$ cat config.mk
export PLATFORM = sky130hd
export DESIGN_NAME = cp0_exc_ctrl
export DESIGN_NICKNAME = d
export VERILOG_FILES = /design/src/rtl/cp0_exc_ctrl.sv
export SDC_FILE = /design/constraint.sdc
export NUM_CORES = 1
export LEC_CHECK = 0
export ABC_CLOCK_PERIOD_IN_PS = 3000
export BUFFER_PORTS_ARGS = -buffer_cell sky130_fd_sc_hd__buf_4
export CAP_MARGIN = 20
export CORE_MARGIN = 1
export CORE_UTILIZATION = 42
export CTS_BUF_LIST = sky130_fd_sc_hd__clkbuf_8
export DETAILED_ROUTE_END_ITERATION = 12
export MAX_ROUTING_LAYER = met4
export PLACE_DENSITY = 0.7
export SLEW_MARGIN = 15
export SYNTH_ARGS = -nofsm -noshare
export SYNTH_HDL_FRONTEND = slang
export SYNTH_SLANG_ARGS = --single-unit
$ cat constraint.sdc
create_clock -name clk -period 3 [get_ports clk]
set_input_delay 0.45 -clock clk [delete_from_list [all_inputs] [get_ports clk]]
set_output_delay 0.45 -clock clk [all_outputs]
set_load 0.005 [all_outputs]
$ cat src/rtl/cp0_exc_ctrl.sv
// cp0_exc_ctrl: CP0 exception/interrupt controller holding SR, Cause, EPC and PrID for the M stage
module cp0_exc_ctrl #(
   parameter logic [31:0] PRID       = 32'h0000_4D50,
   parameter logic [31:0] HANDLER_PC = 32'h0000_4180
) (
   input  logic        clk,
   input  logic        reset,
   input  logic [31:0] pc_M,
   input  logic        bd_M,
   input  logic [4:0]  ExcCode_M,
   input  logic [5:0]  HWInt,
   input  logic        we,
   input  logic [4:0]  rd_addr,
   input  logic [4:0]  wr_addr,
   input  logic [31:0] DIn,
   input  logic        eret_M,
   output logic [31:0] DOut,
   output logic [31:0] EPC_out,
   output logic        int_clr,
   output logic [31:0] handler_pc,
   output logic        exl
);
   logic [5:0]  im_q, im_d, ip_q, ip_d;
   logic        exl_q, exl_d, ie_q, ie_d, bd_q, bd_d;
   logic [4:0]  exc_code_q, exc_code_d;
   logic [31:0] epc_q, epc_d, pc_sel, sr, cause;
   logic        int_req, exc_req;
   assign int_req    = (|(HWInt & im_q)) & ie_q & ~exl_q;
   assign exc_req    = (ExcCode_M != 5'd0) & ~exl_q;
   assign int_clr    = ~reset & (int_req | exc_req);
   assign pc_sel     = bd_M ? pc_M - 32'd4 : pc_M;
   assign sr         = {16'b0, im_q, 8'b0, exl_q, ie_q};
   assign cause      = {bd_q, 15'b0, ip_q, 3'b0, exc_code_q, 2'b0};
   assign DOut       = rd_addr == 5'd12 ? sr :
                       rd_addr == 5'd13 ? cause :
                       rd_addr == 5'd14 ? epc_q :
                       rd_addr == 5'd15 ? PRID : 32'd0;
   assign EPC_out    = epc_q;
   assign handler_pc = HANDLER_PC;
   assign exl        = exl_q;
   // next state: exception entry beats mtc0/eret; mtc0 applies before eret clears EXL
   always_comb begin
      im_d       = im_q;
      exl_d      = exl_q;
      ie_d       = ie_q;
      bd_d       = bd_q;
      exc_code_d = exc_code_q;
      epc_d      = epc_q;
      ip_d       = HWInt;
      if (int_clr) begin
         exl_d      = 1'b1;
         exc_code_d = int_req ? 5'd0 : ExcCode_M;
         bd_d       = bd_M;
         epc_d      = pc_sel & ~32'd3;
      end else begin
         if (we && wr_addr == 5'd12) begin
            im_d  = DIn[15:10];
            exl_d = DIn[1];
            ie_d  = DIn[0];
         end
         if (we && wr_addr == 5'd14) epc_d = DIn & ~32'd3;
         if (eret_M) exl_d = 1'b0;
      end
   end
   // CP0 state registers, cleared by synchronous reset
   always_ff @(posedge clk) begin
      if (reset) begin
         im_q       <= '0;
         exl_q      <= 1'b0;
         ie_q       <= 1'b0;
         bd_q       <= 1'b0;
         exc_code_q <= '0;
         epc_q      <= '0;
         ip_q       <= '0;
      end else begin
         im_q       <= im_d;
         exl_q      <= exl_d;
         ie_q       <= ie_d;
         bd_q       <= bd_d;
         exc_code_q <= exc_code_d;
         epc_q      <= epc_d;
         ip_q       <= ip_d;
      end
   end
endmodule

Word level (Yosys, flattened, before mapping)
Index checks and enable logic that the tools add are counted.
- register bits: 50
- logic and storage cells: 41
- input bits: 90
- reduce and logical (&&, ||, !) cells: 7
- add/subtract/negate cells: 1
- bitwise logic cells: 9
- muxes and demuxes: 11
- equal/unequal tests: 6
- operators with widths (operator ; count):
    $mux 32 ; 6
    $sub 32x3->32 const B ; 1
    $eq 5x4->1 const B ; 6
    $mux 15 ; 1
    $and 6x6->6 ; 1
    $reduce_or 6->1 ; 1
    $mux 5 ; 1
    $reduce_bool 5->1 ; 1
    $and 1x1->1 ; 4
    $mux 1 ; 3
    $not 1->1 ; 3
    $reduce_bool 3->1 ; 1
    $logic_and 1x1->1 ; 2
    $reduce_and 2->1 ; 1
    $reduce_bool 2->1 ; 1
    $or 1x1->1 ; 1

Longest topological paths before layout
- depth after elaboration: 8
- depth in mapped cells: 7

Worst setup path before layout
No wires, ideal clock.
- path kind: input -> output
- from: input port ExcCode_M[4]
- to: output port int_clr
- buffers on the path: 1
- arrival time: 1.796 ns
- data required time: 2.550 ns
- slack: 0.754 ns
- stages on the path: 5
- cells stage by stage: or4_1 -> o21ba_2 -> nor2_1 -> clkbuf_1 -> nor2_1
- longest elaborated chain between the ends: 4
- ends and longest elaborated chain (item ; RTL line ; RTL):
    start, declared ; 10 ; input logic [4:0] ExcCode_M,
    $reduce_bool 5->1 ; 29 ; assign exc_req = (ExcCode_M != 5'd0) & ~exl_q;
    $and 1x1->1 ; 29 ;
    $or 1x1->1 ; 30 ; assign int_clr = ~reset & (int_req | exc_req);
    $and 1x1->1 ; 30 ;
    end, declared ; 19 ; output logic int_clr,
Every way passes these cells.

Worst setup path in the final report
- from: input port pc_M[14]
- to: register epc_q[29] (netlist: EPC_out[29])
- longest elaborated chain between the ends: 3
- ends and longest elaborated chain (item ; RTL line ; RTL):
    start, declared ; 8 ; input logic [31:0] pc_M,
    $sub 32x3->32 ; 31 ; assign pc_sel = bd_M ? pc_M - 32'd4 : pc_M;
    $mux 32 ; 31 ;
    $mux 32 ; 50 ; if (int_clr) begin
    end signal, assigned ; 81 ; epc_q <= epc_d;
    end, declared ; 26 ; logic [31:0] epc_q, epc_d, pc_sel, sr, cause;
Every way passes these cells.
A chain may end at the register's enable or synchronous reset.

==> qor.txt <==
========================================================================================
Total Negative Setup Slacks                                                         0 ns
Syn avg cell area                                                             8.28 sq um
Final Net Count                                                                      675
Critical path class                                                         primary input to flop
Max-cap violation count                                                                0
Top-area cell type share of the netlist area                                       26.7%
RSZ-0062 raised after global routing                                               false
TritonCTS clock tree                                                                done
Number of I/O port buffers                                                           151
CTS H-tree lvls                                                                        2
Final wirelength                                                                 11.9 mm
Final Hold Vio Count                                                                   0
Gr ovfl total                                                                          0
Hold_buf cts                                                                           0
Via count of the first global-routing pass                                          3615
Post-synthesis sequential area ratio                                               26.7%
Cell taking the most area after synthesis                                   sky130_fd_sc_hd__dfxtp_1
Largest cells by area after synthesis                                       sky130_fd_sc_hd__dfxtp_1, sky130_fd_sc_hd__buf_4, sky130_fd_sc_hd__mux2i_1, sky130_fd_sc_hd__a211oi_1, sky130_fd_sc_hd__o31ai_1
Remaining routing DRC violations                                                       0
Maximum clock path buffer count                                                        2
Reg clk slew, reported paths                                                     0.09 ns
Ys Warns                                                                               0
Antenna violations before repair                                                       0
Die H                                                                            96.5 um
Detailed-route vias per instance                                                    5.77
Hold Path Cell Cnt                                                                     2
Pwr Density                                                                  342 nW/um^2
Worst slew pin tran                                                             0.713 ns
Fraction of final layout cells with drive strength greater than 1                  33.7%
Most common cell in the synthesized netlist                                 sky130_fd_sc_hd__dfxtp_1
Register bit total from synthesis                                                     50
Launching element type of the critical path                                 primary input
Post-synth EDFFs                                                                       0
DRT iter0 DRCs                                                                       207
Number of buffers created by CTS                                                       5
Pin count of the biggest net entering global routing                                  44
CTS Sinks                                                                             50
Number of cells on the worst reg-to-reg path                                           5
Slowest stage delay, CP                                                          0.65 ns
DR WL/cell                                                                       17.2 um
Main synth FF type                                                          sky130_fd_sc_hd__dfxtp_1
Required time of the critical path                                               3.20 ns
Hold Crit Class                                                             primary input to flop
Worst-skew pair later-pin latency                                                0.30 ns
Diode insertion count for antenna repair                                               0
Vias post-DR                                                                        3997
Placement row count                                                                   34
GRT Overall Usage                                                                  25.7%
Post-route fraction of the period consumed by the critical path                    82.3%
Number of search-and-repair iterations in the first detailed-routing pass              5
Logic depth of the worst path, buffers included                                        5
Max-Slew Margin vs Limit                                                           52.5%
Global-route wire length before repair                                           18.1 mm
Post-synthesis to final-layout area growth                                         30.4%
Netlist area before placement                                                 3750 sq um
Leak                                                                             1.98 nW
Critical Path Sink Type                                                             flop
Data arrival time at the worst-slack endpoint                                    2.67 ns
Status                                                                      finished clean
Final critical delay including setup and external delays                         2.47 ns
Post-synth top cells                                                        sky130_fd_sc_hd__dfxtp_1, sky130_fd_sc_hd__buf_4, sky130_fd_sc_hd__clkbuf_1
Standard cell core area                                                       8680 sq um
Die footprint                                                                 9310 sq um
Worst IR Drop VDD                                                             0.000203 V
Async set or reset register ratio after synthesis                                     0%
Hpwl dp                                                                          9.00 mm
Initial Utilization                                                                43.2%
Clock tree skew after final layout                                            0.00478 ns
Buffers inserted during post-CTS setup optimization                                    0
Ports                                                                                188
Maximum achievable frequency                                                     405 MHz
Slowest-stage cell, CP                                                      sky130_fd_sc_hd__nand4_1
Worst-path cell chain                                                       buf_4 -> nor4_2 -> nand4_1 -> o41a_1 -> o221a_2
Count of cells resized by post-cts repair                                              0
Cell chosen for the clock root                                              sky130_fd_sc_hd__clkbuf_8
Unique cell type count in the Yosys netlist                                           63
Worst Slack Setup Final                                                         0.530 ns
Maximum fanout along the worst path                                                   18
Cells after Synth                                                                    453
Horiz. Die Dim                                                                   96.5 um
CP delay by family, top                                                     simple AND/OR/NAND/NOR gates
Bufs and invs on worst path                                                            1
Final setup violation count                                                            0
Final max-slew violation count                                                         0
RePlAce Congestion                                                                 0.857
Final ANT Viol Nets                                                                    0
Post-Place Setup Slack                                                          0.232 ns
========================================================================================
[state kept, by name (all words and copies together), names as in the netlist]
name        count
EPC_out        30
bd_q            1
exc_code_q      5
exl             1
ie_q            1
im_q            6
ip_q            6
[per-stage QoR]
| stage | power, mW | utilization (%) | cell area (sq um) | cells | hold WS (ns) |
|---|---|---|---|---|---|
| after floorplan | 1.01 | - | 3870 | 485 | 0.435 |
| after global placement | 1.20 | 55.1 | 4780 | 685 | 0.444 |
| after detailed placement | 1.21 | 55.1 | 4780 | 685 | 0.459 |
| after CTS | 1.68 | 56.3 | 4890 | 693 | 0.358 |
| after global routing | 1.76 | 56.3 | 4890 | 693 | 0.357 |
| final | 1.67 | 56.3 | 4890 | 693 | 0.365 |
[power breakdown]
part	switching, mW	internal (mW)	total (mW)
Sequential	0.0406	0.714	0.754
Clock	0.224	0.246	0.470
Combinational	0.220	0.227	0.447
[layout by cell type (no fill, tap or decap), types with 3 or more instances in the layout]
cell type,netlist,routed
sky130_fd_sc_hd__nand4_1,20,20
sky130_fd_sc_hd__a211oi_1,21,21
sky130_fd_sc_hd__o31ai_1,18,18
sky130_fd_sc_hd__o31a_2,3,3
sky130_fd_sc_hd__a31oi_1,13,13
sky130_fd_sc_hd__mux2_2,5,5
sky130_fd_sc_hd__a2111oi_0,4,4
sky130_fd_sc_hd__clkbuf_8,5,5
sky130_fd_sc_hd__nor2b_1,10,10
sky130_fd_sc_hd__buf_4,35,164
sky130_fd_sc_hd__nor2_1,24,24
sky130_fd_sc_hd__nor4_1,6,6
sky130_fd_sc_hd__a22oi_1,7,7
sky130_fd_sc_hd__nand3_1,14,14
sky130_fd_sc_hd__and2_1,17,17
sky130_fd_sc_hd__a41o_1,12,12
sky130_fd_sc_hd__nor3_1,6,6
sky130_fd_sc_hd__or4_1,10,10
sky130_fd_sc_hd__o22ai_1,3,3
sky130_fd_sc_hd__o21ai_0,12,12
sky130_fd_sc_hd__inv_1,5,6
sky130_fd_sc_hd__a21oi_1,17,17
sky130_fd_sc_hd__xor2_1,6,6
sky130_fd_sc_hd__o31a_1,6,6
sky130_fd_sc_hd__conb_1,2,34
sky130_fd_sc_hd__mux2i_1,21,21
sky130_fd_sc_hd__nand2_1,20,20
sky130_fd_sc_hd__or3_1,11,11
sky130_fd_sc_hd__dfxtp_1,50,50
[final timing paths]
path | slack [ns] | end | start
setup / recovery | 0.53 | EPC_out[29] | pc_M[14]
setup reg to reg | 1.09 | EPC_out[29] | im_q[3]
hold reg to reg | 0.47 | exc_code_q[0] | exc_code_q[0]
hold / removal | 0.36 | ip_q[0] | HWInt[0]
[cells by family (layout without fill, tap and decap cells)]
family	after synthesis	after routing	share of synthesized area [%]
AND/OR/NAND/NOR	157	157	24.9
other	2	34	0.200
AO/OA/AOI/OAI	132	132	26.2
flip-flops	50	50	26.7
multiplexers	26	26	7.11
adder cells (fa/ha/maj)	1	1	0.334
XOR/XNOR	7	7	1.64
buffers and inverters	78	178	12.9
[cell type report]
cell class / instances / area, sq um
multi-input combinational: 357 / 2390
inverter: 6 / 22.5
sequential: 50 / 1000
fill: 853 / 3790
timing repair buffer: 164 / 1230
clock buffer: 5 / 68.8
clock inverter: 3 / 41.3
tap: 108 / 135
[per-layer routing]
| layer | up-vias | wire (um) | GRT usage (%) |
|---|---|---|---|
| li1 | 1931 | - | - |
| met1 | 1873 | 5160 | 32.8 |
| met2 | 173 | 5820 | 42.2 |
| met3 | 20 | 701 | 3.29 |
| met4 | 0 | 222 | 7.84 |
| met5 | - | 0 | - |
Power figures use the tool's default switching activity.
